==> src/rtl/mem_bytebus_pkg.sv <==
// Shared types and helpers for the byte-addressed memory.
// Lane k of a big-endian word is byte addr+k and lives in
// data bits [8*(nb-1-k) +: 8] and mask bit nb-1-k.
package mem_bytebus_pkg;

  typedef enum logic [1:0] {
    IDLE,
    BEAT2,
    RESP
  } state_t;

  // Upper bound on bytes per word handled by the rotate helpers.
  localparam int MAX_NB = 16;
  localparam int MAX_W  = 8 * MAX_NB;

  function automatic int calc_nb(input int data_w);
    return data_w / 8;
  endfunction

  // Output position p takes input lane (p - off) mod nb.
  function automatic logic [MAX_NB-1:0] rot_mask(input logic [MAX_NB-1:0] mask,
                                                 input int nb, input int off);
    logic [MAX_NB-1:0] r;
    r = '0;
    for (int p = 0; p < MAX_NB; p++) begin
      if (p < nb) r[nb-1-p] = mask[nb-1-((p - off + nb) % nb)];
    end
    return r;
  endfunction

  // Same lane rotation applied to byte data.
  function automatic logic [MAX_W-1:0] rot_data(input logic [MAX_W-1:0] data,
                                                input int nb, input int off);
    logic [MAX_W-1:0] r;
    r = '0;
    for (int p = 0; p < MAX_NB; p++) begin
      if (p < nb) r[8*(nb-1-p) +: 8] = data[8*(nb-1-((p - off + nb) % nb)) +: 8];
    end
    return r;
  endfunction

endpackage

==> src/rtl/mem_byte_array.sv <==
// Byte storage organised as NB byte lanes sharing one word index.
// Port p (mask bit NB-1-p, data byte NB-1-p) addresses byte word*NB+p.
// Each port has its own write enable and a registered read.
module mem_byte_array #(
  parameter int    NB          = 2,
  parameter int    DEPTH_BYTES = 64,
  parameter int    WI_W        = 5,
  parameter string INIT_FILE   = ""
) (
  input  logic              clk,
  input  logic              rst_n,
  input  logic [WI_W-1:0]   word,
  input  logic [NB-1:0]     en,
  input  logic [NB-1:0]     we,
  input  logic [8*NB-1:0]   wdata,
  output logic [8*NB-1:0]   rdata
);

  localparam int BA_W = (DEPTH_BYTES > 1) ? $clog2(DEPTH_BYTES) : 1;

  logic [7:0] mem [DEPTH_BYTES];

  function automatic logic [BA_W-1:0] byte_addr(input logic [WI_W-1:0] w, input int p);
    return BA_W'(int'(w) * NB + p);
  endfunction

  // Per-lane byte writes.
  // NOTE: storage has no reset branch; clearing a RAM array is not
  // implementable in block memory, so its contents start undefined.
  always_ff @(posedge clk) begin
    for (int p = 0; p < NB; p++) begin
      if (we[NB-1-p]) mem[byte_addr(word, p)] <= wdata[8*(NB-1-p) +: 8];
    end
  end

  // Per-lane registered read; holds when the lane is not enabled.
  always_ff @(posedge clk or negedge rst_n) begin
    if (!rst_n) begin
      rdata <= '0;
    end else begin
      for (int p = 0; p < NB; p++) begin
        if (en[NB-1-p]) rdata[8*(NB-1-p) +: 8] <= mem[byte_addr(word, p)];
      end
    end
  end

endmodule

==> src/rtl/mem_bytebus.sv <==
// Byte-addressed data memory with valid/ready request and response
// channels, per-byte enables, big-endian words and two-beat handling
// of accesses that straddle a word boundary.
module mem_bytebus
  import mem_bytebus_pkg::*;
#(
  parameter int    DATA_W      = 16,
  parameter int    DEPTH_BYTES = 64,
  parameter int    ADDR_W      = 16,
  parameter string INIT_FILE   = ""
) (
  input  logic                clk,
  input  logic                rst_n,
  input  logic                req_valid,
  output logic                req_ready,
  input  logic                req_we,
  input  logic [ADDR_W-1:0]   req_addr,
  input  logic [DATA_W-1:0]   req_wdata,
  input  logic [DATA_W/8-1:0] req_be,
  output logic                rsp_valid,
  input  logic                rsp_ready,
  output logic [DATA_W-1:0]   rsp_rdata,
  output logic                rsp_err
);

  localparam int NB          = calc_nb(DATA_W);
  localparam int DEPTH_WORDS = DEPTH_BYTES / NB;
  localparam int WI_W        = (DEPTH_WORDS > 1) ? $clog2(DEPTH_WORDS) : 1;
  localparam int OFF_W       = (NB > 1) ? $clog2(NB) : 1;

  state_t state, nxt;

  // Request decode in the accept cycle.
  logic [WI_W-1:0]   word_in;
  logic [OFF_W-1:0]  off_in;
  logic [ADDR_W:0]   last_byte;
  logic              err_in;

  // Request held for beat 2 and the response.
  logic              we_q;
  logic              err_q;
  logic [WI_W-1:0]   word_q;
  logic [OFF_W-1:0]  off_q;
  logic [DATA_W-1:0] wdata_q;
  logic [NB-1:0]     be_q;

  // Storage port drive.
  logic [WI_W-1:0]   arr_word;
  logic [NB-1:0]     arr_en;
  logic [NB-1:0]     arr_we;
  logic [DATA_W-1:0] arr_wdata;
  logic [DATA_W-1:0] arr_rdata;
  logic [DATA_W-1:0] rd_lanes;

  // One extra address bit so the last byte of the access cannot wrap.
  assign last_byte = {1'b0, req_addr} + (ADDR_W+1)'(NB - 1);
  assign err_in    = (last_byte >= (ADDR_W+1)'(DEPTH_BYTES));
  assign word_in   = WI_W'(req_addr / ADDR_W'(NB));
  assign off_in    = OFF_W'(req_addr % ADDR_W'(NB));

  // State register.
  // NOTE: sequential state uses non-blocking assignments so every flop
  // samples pre-edge values regardless of process evaluation order.
  always_ff @(posedge clk or negedge rst_n) begin
    if (!rst_n) state <= IDLE;
    else        state <= nxt;
  end

  // Next state and storage port drive for beat 1 (IDLE) and beat 2.
  // NOTE: every output gets a default first, so no path leaves one
  // unassigned and no latch is inferred.
  always_comb begin
    nxt       = state;
    arr_word  = '0;
    arr_en    = '0;
    arr_we    = '0;
    arr_wdata = '0;
    unique case (state)
      IDLE: begin
        if (req_valid) begin
          if (err_in) begin
            nxt = RESP;
          end else begin
            arr_word  = word_in;
            arr_en    = {NB{1'b1}} >> off_in;
            arr_wdata = DATA_W'(rot_data(MAX_W'(req_wdata), NB, int'(off_in)));
            if (req_we) arr_we = arr_en & NB'(rot_mask(MAX_NB'(req_be), NB, int'(off_in)));
            nxt = (off_in == '0) ? RESP : BEAT2;
          end
        end
      end
      BEAT2: begin
        arr_word  = word_q + 1'b1;
        arr_en    = ~({NB{1'b1}} >> off_q);
        arr_wdata = DATA_W'(rot_data(MAX_W'(wdata_q), NB, int'(off_q)));
        if (we_q) arr_we = arr_en & NB'(rot_mask(MAX_NB'(be_q), NB, int'(off_q)));
        nxt = RESP;
      end
      RESP: begin
        if (rsp_ready) nxt = IDLE;
      end
      default: nxt = IDLE;
    endcase
  end

  // Capture the accepted request for beat 2 and the response.
  always_ff @(posedge clk or negedge rst_n) begin
    if (!rst_n) begin
      we_q    <= 1'b0;
      err_q   <= 1'b0;
      word_q  <= '0;
      off_q   <= '0;
      wdata_q <= '0;
      be_q    <= '0;
    end else if (state == IDLE && req_valid) begin
      we_q    <= req_we;
      err_q   <= err_in;
      word_q  <= word_in;
      off_q   <= off_in;
      wdata_q <= req_wdata;
      be_q    <= req_be;
    end
  end

  mem_byte_array #(
    .NB          (NB),
    .DEPTH_BYTES (DEPTH_BYTES),
    .WI_W        (WI_W),
    .INIT_FILE   (INIT_FILE)
  ) u_array (
    .clk   (clk),
    .rst_n (rst_n),
    .word  (arr_word),
    .en    (arr_en),
    .we    (arr_we),
    .wdata (arr_wdata),
    .rdata (arr_rdata)
  );

  // Storage ports hold port-ordered bytes; rotate back to request lane order.
  assign rd_lanes  = DATA_W'(rot_data(MAX_W'(arr_rdata), NB, (NB - int'(off_q)) % NB));

  // Response is built only from flops, so it holds steady under backpressure.
  assign req_ready = (state == IDLE);
  assign rsp_valid = (state == RESP);
  assign rsp_err   = rsp_valid && err_q;
  assign rsp_rdata = (rsp_valid && !we_q && !err_q) ? rd_lanes : '0;

endmodule

==> config.mk <==
export PLATFORM = sky130hd
export DESIGN_NAME = mem_bytebus
export DESIGN_NICKNAME = d
export VERILOG_FILES = /design/src/rtl/mem_bytebus_pkg.sv /design/src/rtl/mem_byte_array.sv /design/src/rtl/mem_bytebus.sv
export SDC_FILE = /design/constraint.sdc
export NUM_CORES = 1
export LEC_CHECK = 0
export CAP_MARGIN = 20
export CORE_MARGIN = 4
export CORE_UTILIZATION = 50
export DETAILED_ROUTE_END_ITERATION = 8
export PLACE_DENSITY_LB_ADDON = 0.05
export SETUP_SLACK_MARGIN = 0.1
export SKIP_LAST_GASP = 1
export SLEW_MARGIN = 20
export SYNTH_ARGS = -nofsm -noshare
export SYNTH_HDL_FRONTEND = slang
export SYNTH_SLANG_ARGS = --single-unit
==> constraint.sdc <==
create_clock -name clk -period 7 [get_ports clk]
set_input_delay 1.05 -clock clk [delete_from_list [all_inputs] [get_ports clk]]
set_output_delay 1.05 -clock clk [all_outputs]
set_load 0.05 [all_outputs]
=== Yosys cells after proc, flatten, opt, wreduce, memory -nomap -nowiden ===
Memory sizes are Yosys's and may differ from the RTL's. A register that Yosys moved wholly into a read port is not among the register bits.
Cells that the tools add are included.

* Flip-flop bits (word level): 28
* Memory bits (writable): 512
* Input bits: 39
* Output and inout bits: 19
* Word-level logic and storage cells: 115
* Memories: 1

* Add/sub/neg operators: 22
* Order comparisons: 5
* Equality and inequality tests: 4
* Shift operators: 8
* Mux-type cells: 48
* Bitwise logic cells: 10
* Reductions and logical operators: 10

{| class="wikitable"
|+ Memory list
! name !! words !! bits a word !! read ports !! clocked after memory_dff !! write ports !! line !! source
|-
| u_array.mem || 64 || 8 || 2 || 2 || 2 || mem_byte_array.sv:21 || <nowiki>logic [7:0] mem [DEPTH_BYTES];</nowiki>
|}

{| class="wikitable"
|+ Operator list
! operator !! number
|-
| 128-bit by 6-bit indexed part select with 8-bit output || 6
|-
| 16-bit two-way mux || 3
|-
| 16-bit one-hot mux with 2 select lines || 1
|-
| 3-bit by 6-bit < comparator with 1-bit output, second input constant || 4
|-
| 1-bit two-way mux || 24
|-
| 2-bit by 2-bit subtractor with 3-bit output, first input constant || 7
|-
| 2-bit two-way mux || 10
|-
| 16-bit by 1-bit adder with 17-bit output, second input constant || 1
|-
| 17-bit by 7-bit >= comparator with 1-bit output, second input constant || 1
|-
| 2-bit by 3-bit adder with 4-bit output, second input constant || 4
|-
| 1-bit binary-select mux with 4-bit select || 4
|-
| 5-bit two-way mux || 2
|-
| 5-bit one-hot mux with 2 select lines || 1
|-
| 3-bit by 3-bit adder with 4-bit output, second input constant || 2
|-
| 2-bit one-hot mux with 2 select lines || 2
|-
| 1-bit by 1-bit subtractor with 2-bit output, first input constant || 4
|-
| 1-bit bitwise AND || 7
|-
| 6-bit by 1-bit adder with 6-bit output, second input constant || 1
|-
| 2-bit one-hot mux with 3 select lines || 1
|-
| 5-bit by 1-bit adder with 5-bit output, second input constant || 1
|-
| 2-bit bitwise AND || 2
|-
| 1-bit logical AND || 4
|-
| 1-bit zero test || 4
|-
| 2-bit by 1-bit >> shifter with 2-bit output, first input constant || 2
|-
| other kinds (9) || 9
|}

=== Depth between registers and ports, before layout ===
Gate-level depths: netlist (run 1).

* Word-level depth: 18
* Mapped depth: 15
* Gate-level depth less buffers: 10

=== Hierarchy ===
From an unflattened synthesis (run 1), not the netlist that was laid out.

* Cells, all modules: 1162
* Area, all modules: 22572.9 um2

{| class="wikitable"
|+ By module, submodules not included
! module !! instances !! cells an instance !! area an instance (um2) !! seq. area each (um2)
|-
| mem_byte_array || 1 || 965 || 20350.8 || 15775.1
|-
| mem_bytebus || 1 || 197 || 2222.1 || 675.6
|}

=== Least setup slack after synthesis (run 1) ===
OpenSTA, ideal clock, no wires.

* Path type: input -> register
* Start: in req_addr[5]
* End: mem u_array.mem[40][0], enable pin
* Setup time: 0.370 ns
* Arrival: 4.357 ns
* Required time: 6.630 ns
* Path slack: 2.273 ns
* Stages: 11
* Path buffers: 4
* Path through: clkbuf_1 -> nand2_1 -> nor4_1 -> mux2_2 -> o2111a_2 -> nor4_1 -> buf_2 -> buf_2 -> buf_1 -> nand2_1 -> nor2_1

{| class="wikitable"
|+ RTL lines
! item !! line !! source
|-
| start, declared || mem_bytebus.sv:17 || <nowiki>input logic [ADDR_W-1:0] req_addr,</nowiki>
|-
| end, declared || mem_byte_array.sv:21 ||
|}

=== Final worst setup path (run 1) ===
* Start: in req_addr[0]
* End: reg u_array.rdata[12] (read register of u_array.mem)

* Longest elaborated chain between the ends: 5
* Elaborated cells between the ends (all ways): 9
* Classes of those cells: add/sub (1); order compare (1); shift (1); mux (6)

{| class="wikitable"
|+ Ends and longest elaborated chain
! item !! line !! source
|-
| 16-bit by 1-bit adder with 17-bit output || mem_bytebus.sv:56 || <nowiki>assign last_byte = {1'b0, req_addr} + (ADDR_W+1)'(NB - 1);</nowiki>
|-
| 17-bit by 7-bit >= comparator with 1-bit output || mem_bytebus.sv:57 || <nowiki>assign err_in = (last_byte >= (ADDR_W+1)'(DEPTH_BYTES));</nowiki>
|-
| 5-bit two-way mux / 2-bit two-way mux (equally long branches) || mem_bytebus.sv:81 || <nowiki>if (err_in) begin</nowiki>
|-
| 5-bit two-way mux / 2-bit two-way mux (equally long branches) || mem_bytebus.sv:80 || <nowiki>if (req_valid) begin</nowiki>
|-
| 5-bit one-hot mux with 2 select lines / 2-bit one-hot mux with 2 select lines (equally long branches) || mem_bytebus.sv:78 || <nowiki>unique case (state)</nowiki>
|-
| end, declared || mem_byte_array.sv:16 || <nowiki>output logic [8*NB-1:0] rdata</nowiki>
|}

Parallel ways exist; a longest one is shown, timed or not.
A chain may end at the register's enable or synchronous reset.

==> results of run 1 <==
per-layer routing:
layer	vias to the layer above	track usage (%)	wire length (um)	part of all wire, %
met5	-	0	17	0.025
li1	6447	-	-	-
met1	7436	38.9	28200	42
met3	110	7.28	7030	10
met4	2	6.60	1480	2.2
met2	746	41.0	30400	45
layout make-up:
cell class	count	area, um^2	area share, %
Inverter	4	15.0	0.0579
Sequential cell	555	16500	63.4
Tap cell	592	741	2.86
Multi-Input combinational cell	926	5910	22.8
Timing Repair Buffer	117	1050	4.06
Clock inverter	34	307	1.18
Clock buffer	67	1460	5.64
where the power goes:
| group | leakage [nW] | internal [W] | switching, W |
|---|---|---|---|
| clock | 0.867 | 0.00170 | 0.00123 |
| sequential | 5.91 | 0.00360 | 0.0000441 |
| combinational | 2.53 | 0.0000860 | 0.000104 |
synth_stat cells (6+ instances only):
cell and n:
edfxtp_1 512, nand2_1 146, nor2_1 133, a21oi_1 90, mux2i_1 70, clkbuf_1 65, o22ai_1 59, nand3_1 50
dfrtp_1 43, o21ai_0 42, o211ai_1 33, or3_1 30, a22oi_1 27, buf_2 25, a221oi_1 21, a31oi_1 17
a32oi_1 17, mux2_2 17, buf_1 16, nor3_1 15, o221ai_1 12, a222oi_1 10, nand4_1 9, o22a_1 9
a21o_1 7, and2_1 7, and3_1 7, a311oi_1 6
worst min-delay path, stage by stage, from the launching register on:
cell and delay (ns):
dfrtp_1 0.34, nand2_1 0.05, nand2_1 0.06
flip-flops by register name, indices dropped and copies added, names as in the netlist:
name,flops
u_array.mem,512
u_array.rdata,16
wdata_q,16
word_q,5
state,2
be_q,1
err_q,1
off_q,1
we_q,1
per-stage QoR:
step,cells,cell area (um^2)
floorplan,1595,22700
global placement,2194,24200
detailed placement,2194,24200
CTS,2295,25900
global route,2295,25900
finish,2295,25900
final timing paths:
kind	from	end	slack, ns	cells after the start
max	req_addr[0]	u_array.rdata[12]	1.60	12
min	be_q[0]	be_q[0]	0.48	2
max reg2reg	state[1]	u_array.rdata[12]	2.43	11
min reg2reg	be_q[0]	be_q[0]	0.48	2
max in group asynchronous	rst_n	off_q	5.96	2
min in group asynchronous	rst_n	word_q[4]	0.56	2
cell families (layout without fill, tap and decap cells):
kind of cell,after synthesis,in the layout
flops,555,555
simple gates,417,417
compound gates,416,416
buf+inv,114,222
mux,89,89
xor+xnor,3,3
fa+ha+maj,1,1
==> results by group, run 1 <==
Outcome
  • Run status: finished, final reports clean

Place
  • Pre-CTS WS: 1.08 ns
  • Buffers added on ports: 57
  • Hpwl dp: 42100 um
  • Placer Congestion: 0.922

Clocking
  • Clk root buf: clkbuf_16
  • H-tree lvl count: 2
  • Max clock buf depth: 3
  • Postcts setup bufs: 0
  • CTS tree: yes
  • Clock slew at reported path FFs: 0.06 ns
  • CTS Buf Count: 55
  • Clock Sinks: 555
  • Count of hold buffers inserted by post-cts repair: 0
  • Cts repair resizes: 0
  • Worst skew pair latency: 0.61 ns

Route
  • DR vias/cell: 6.42
  • Final WL: 67000 um
  • DRC Markers: 0
  • DRT antenna net count: 0
  • Routed len/inst: 29.2 um
  • Initial DRC Count: 2023
  • DR pass1 iterations: 8
  • Via count: 14700

STA
  • Period utilization: 77.2%
  • Fin Clk Skew: 0.0188 ns
  • Final setup fails: 0
  • Total negative slack: 0 ns
  • Slew Limit Headroom: 34.7%
  • Worst slew pin tran: 0.976 ns
  • RSZ-0062 raised after global routing: false
  • Max frequency: 185 MHz
  • Final Max Tran Viols: 0
  • Fin. Hold Viols: 0
  • Period minus WS final: 5.40 ns
  • Final hold slack: 0.482 ns
  • Final worst slack: 1.60 ns

Power
  • Final total power: 0.00676 W
  • Leak: 9.30 nW
  • Worst vdd ir: 0.000209 V
  • Cell Pwr Density: 261 nW/um^2

Worst setup path
  • WS Path Type: in -> reg
  • Top cell by count, worst path: buf_4
  • Crit-path max FO: 68
  • Critical path cell sequence: clkdlybuf4s50_1 -> buf_4 -> and4_1 -> o2111ai_1 -> a221oi_1 -> o2111a_2 -> or2_4 -> buf_4 -> o221ai_1 -> a31oi_1 -> a22oi_1 -> o21ai_0
  • Largest stage delay on the critical path: 0.78 ns
  • Worst setup SP type: input port
  • Req. time, crit path: 7.52 ns
  • CP endpoint kind: flip-flop
  • CP max-delay cell: buf_4
  • Crit-path leading delay family: compound AO/OA/AOI/OAI gates
  • Worst EP arrival: 5.93 ns
  • Buf+Inv Stages, Crit Path: 3

Yosys
  • Yosys warns: 0
  • Post-synthesis adder-cell area fraction: 0.0551%
  • Synth top area share: 67.7%
  • Synth area leader: edfxtp_1
  • Post-Syn Nets: 1635
  • Synth top area cells: edfxtp_1, dfrtp_1, mux2i_1
  • Number of synthesized flops with an enable pin: 512
  • Synth Area in Simple Gates: 8.20%
  • #FFs+latches synth: 555
  • Post-Synthesis Cells: 1595
  • Synthesized area: 22700 um^2
  • Xor/xnor share of the synthesized area: 0.116%
  • Largest family of logic cells by synthesized area: compound AO/OA/AOI/OAI gates
  • Main synth FF type: edfxtp_1
  • FFs w/ async S/R, synth: 7.75%
  • Syn Area/Cell: 14.2 um^2
  • Sequential-to-total area share from yosys stat: 72.5%
  • Multiplexer share of the synthesized area: 4.03%
  • Compound-Gate Fraction of Synth Area: 13.0%
  • Synth cell types: 71

Die
  • Initial Utilization: 51.0%
  • Rows: 77
  • DIE WIDTH: 221 um
  • Num ports: 58
  • CORE AREA: 44500 um^2
  • Die ar.: 48900 um^2
  • Chip Height: 221 um

GRT
  • First-pass GRT wire length: 98800 um
  • Pin count of the biggest net entering global routing: 69
  • Initial antenna violation count: 2
  • Vias in the first global route: 14200
  • Tot GR Track Use: 26.8%
  • Total grt overflow: 0

Cells and area
  • Util after Layout: 58.3%
  • Area Growth Syn to Fin: 14.3%
  • Most common cell after layout, fill and taps aside: edfxtp_1
  • Fill cells: 3531
  • Antenna diodes: 0
  • Most frequent cells in the layout: edfxtp_1, nand2_1, nor2_1
  • Share of layout cells above drive strength 1: 11.5%
  • Fin nets: 1699

Min path
  • HP Class: reg -> reg

Flow run
  • # Max-Cap Violations: 0
(Power assumes the default switching activity.)
==> run 2: changes to the inputs <==
Clock period 7 ns to 5.5 ns, I/O delays scaled along.
==> run 2 against run 1 <==
Net effect:
- sequential power rose by 27%
- clock skew increased by 0.0020 ns
- flip-flop and latch count unchanged
- critical path depth did not move
- die area did not move
- hold slack got worse by 0.16 ns
==> results by group, run 2 (synthesized netlist as in run 1, its figures left out) <==
Die
  • Num ports: 58 (unchanged)
  • Chip Height: 221 um (unchanged)
  • Die ar.: 48900 um^2 (unchanged)
  • Initial Utilization: 51.0% (unchanged)
  • CORE AREA: 44500 um^2 (unchanged)
  • Rows: 77 (unchanged)
  • DIE WIDTH: 221 um (unchanged)

Cells and area
  • Fin nets: 1802 (+6.1%)
  • Most frequent cells in the layout: edfxtp_1, buf_4, nand2_1
  • Antenna diodes: 0 (unchanged)
  • Cell area after layout: 26700 um^2 (+2.9%)
  • Area Growth Syn to Fin: 17.6%
  • Most common cell after layout, fill and taps aside: edfxtp_1
  • Fill cells: 3526 (-0.14%)
  • Most flop-heavy register: u_array.mem
  • Max reg flops: 512 (unchanged)
  • Top flop regs: u_array.mem (512), u_array.rdata (16), wdata_q (16)
  • Share of layout cells above drive strength 1: 16.5% (+5.0 points)

Route
  • Initial DRC Count: 2183 (+7.9%)
  • Final WL: 69200 um (+3.2%)
  • DRC Markers: 0 (unchanged)
  • DR pass1 iterations: 8 (unchanged)
  • Routed len/inst: 28.9 um (-1.1%)
  • Via count: 15500 (+5.1%)
  • DR vias/cell: 6.47 (+0.73%)
  • DRT antenna net count: 0 (unchanged)

STA
  • Max frequency: 211 MHz
  • Worst slew pin tran: 1.12 ns (+0.146 ns)
  • Period minus WS final: 4.74 ns
  • RSZ-0062 raised after global routing: false
  • Total negative slack: 0 ns (unchanged)
  • Period utilization: 86.2%
  • Fin. Hold Viols: 0 (unchanged)
  • Fin Clk Skew: 0.0208 ns (+0.00204 ns)
  • Final hold slack: 0.322 ns (-0.159 ns)
  • Final setup fails: 0 (unchanged)
  • Slew Limit Headroom: 24.8% (-9.9 points)
  • Final Max Tran Viols: 0 (unchanged)

Worst setup path
  • Req. time, crit path: 6.02 ns (-1.50 ns)
  • Worst setup SP type: input port
  • Crit-path leading delay family: compound AO/OA/AOI/OAI gates
  • CP endpoint kind: flip-flop
  • Largest stage delay on the critical path: 0.67 ns (-0.11 ns)
  • Buf+Inv Stages, Crit Path: 2 (-1)
  • WS Path Type: in -> reg
  • Worst reg-to-reg setup slack: 1.34 ns (-1.09 ns)
  • Worst EP arrival: 5.27 ns (-0.66 ns)
  • Crit-path max FO: 26 (-62%)
  • Critical path cell sequence: clkdlybuf4s50_1 -> nand4_2 -> or4b_4 -> a2111oi_4 -> o2111a_2 -> nor2_4 -> nor2_4 -> buf_4 -> a22oi_1 -> a31oi_1 -> a22oi_1 -> o21ai_0
  • CP max-delay cell: nor2_4

GRT
  • M1 GR Usage: 42.2% (+3.4 points)
  • Initial antenna violation count: 0 (-2)
  • Total grt overflow: 0 (unchanged)
  • Pin count of the biggest net entering global routing: 44 (-36%)
  • First-pass GRT wire length: 102000 um (+3.7%)
  • M3 GR Usage: 6.19% (-1.1 points)
  • Top Usage Layer GRT: met1
  • Vias in the first global route: 14900 (+4.5%)
  • Tot GR Track Use: 27.8% (+0.98 points)
  • Grt met2 use: 41.8% (+0.79 points)

Clocking
  • Clk root buf: clkbuf_16
  • Count of hold buffers inserted by post-cts repair: 0 (unchanged)
  • Cts repair resizes: 0 (unchanged)
  • CTS tree: yes
  • H-tree lvl count: 2 (unchanged)
  • Worst skew pair latency: 0.61 ns (about the same)
  • Postcts setup bufs: 0 (unchanged)
  • Clock slew at reported path FFs: 0.06 ns (about the same)
  • Clock Sinks: 555 (unchanged)
  • CTS Buf Count: 56 (+1.8%)
  • Max clock buf depth: 3 (unchanged)

Power
  • Worst vdd ir: 0.000208 V (-0.38%)
  • Leak: 9.82 nW (+5.6%)
  • Cell Pwr Density: 321 nW/um^2 (+23%)
  • Final total power: 0.00857 W (+27%)

Flow run
  • # Max-Cap Violations: 0 (unchanged)

Place
  • Buffers added on ports: 57 (unchanged)
  • Hpwl dp: 45500 um (+7.9%)
  • Placer Congestion: 0.899 (-2.5%)
  • Placement Cell Area: 24900 um^2 (+3.2%)

Outcome
  • Run status: finished, final reports clean

Min path
  • HP Class: in -> async
run 2: path summary, 6_finish.rpt:
kind	startpoint	endpoint	cells after the start
setup / recovery	req_addr[9]	u_array.rdata[12]	12
hold / removal	rst_n	word_q[2]	2
setup reg to reg	state[1]	u_array.rdata[12]	13
hold reg to reg	be_q[0]	be_q[0]	2
max in group asynchronous	rst_n	off_q	2
min in group clk	be_q[0]	be_q[0]	2
run 2: through the flow:
step,instances,util [%],setup slack [ns]
2_1_floorplan,1595,-,0.998
3_3_place_gp,2296,56.0,0.268
3_5_place_dp,2296,56.0,0.247
4_1_cts,2395,60.0,0.880
5_1_grt,2395,60.0,0.627
6_report,2395,60.0,0.756
run 2: area by class of cell:
type / count / area, um^2 / area share, %
well taps: 592 / 741 / 2.78
clock buffers: 67 / 1460 / 5.49
clock inverters: 32 / 280 / 1.05
inverters: 4 / 15.0 / 0.0563
repair buffers: 219 / 1830 / 6.86
multi-input cells: 926 / 5900 / 22.1
flip-flops and latches: 555 / 16500 / 61.7
run 2: worst reg2reg max path, cell delays in order (launching register included):
cell and delay, ns:
dfrtp_1 0.32, buf_4 0.36, nor3b_2 0.10, buf_4 0.25, nand2_1 0.16, a221oi_1 0.07
o2111a_2 0.25, or3_2 0.55, nor2_4 0.64, buf_4 0.46, a22oi_1 0.15, a31oi_1 0.39
a22oi_1 0.18, o21ai_0 0.19
run 2: power by group:
| group | internal (W) | leakage, nW | switching (W) |
|---|---|---|---|
| registers | 0.00458 | 5.91 | 0.0000562 |
| logic | 0.000112 | 3.07 | 0.000132 |
| clock network | 0.00211 | 0.847 | 0.00157 |
run 2: layer usage:
| layer | vias up | part of all wire (%) |
|---|---|---|
| met4 | 0 | 2.2 |
| met2 | 882 | 44 |
| met1 | 7864 | 43 |
| met3 | 106 | 10 |
| li1 | 6644 | - |
| met5 | - | 0 |
==> run 3: changes to the inputs <==
Settings changed: CAP_MARGIN 20 to default, SLEW_MARGIN 20 to default.
==> results of run 3 <==
The final DEF is identical to that of run 2; final timing and power are the same.
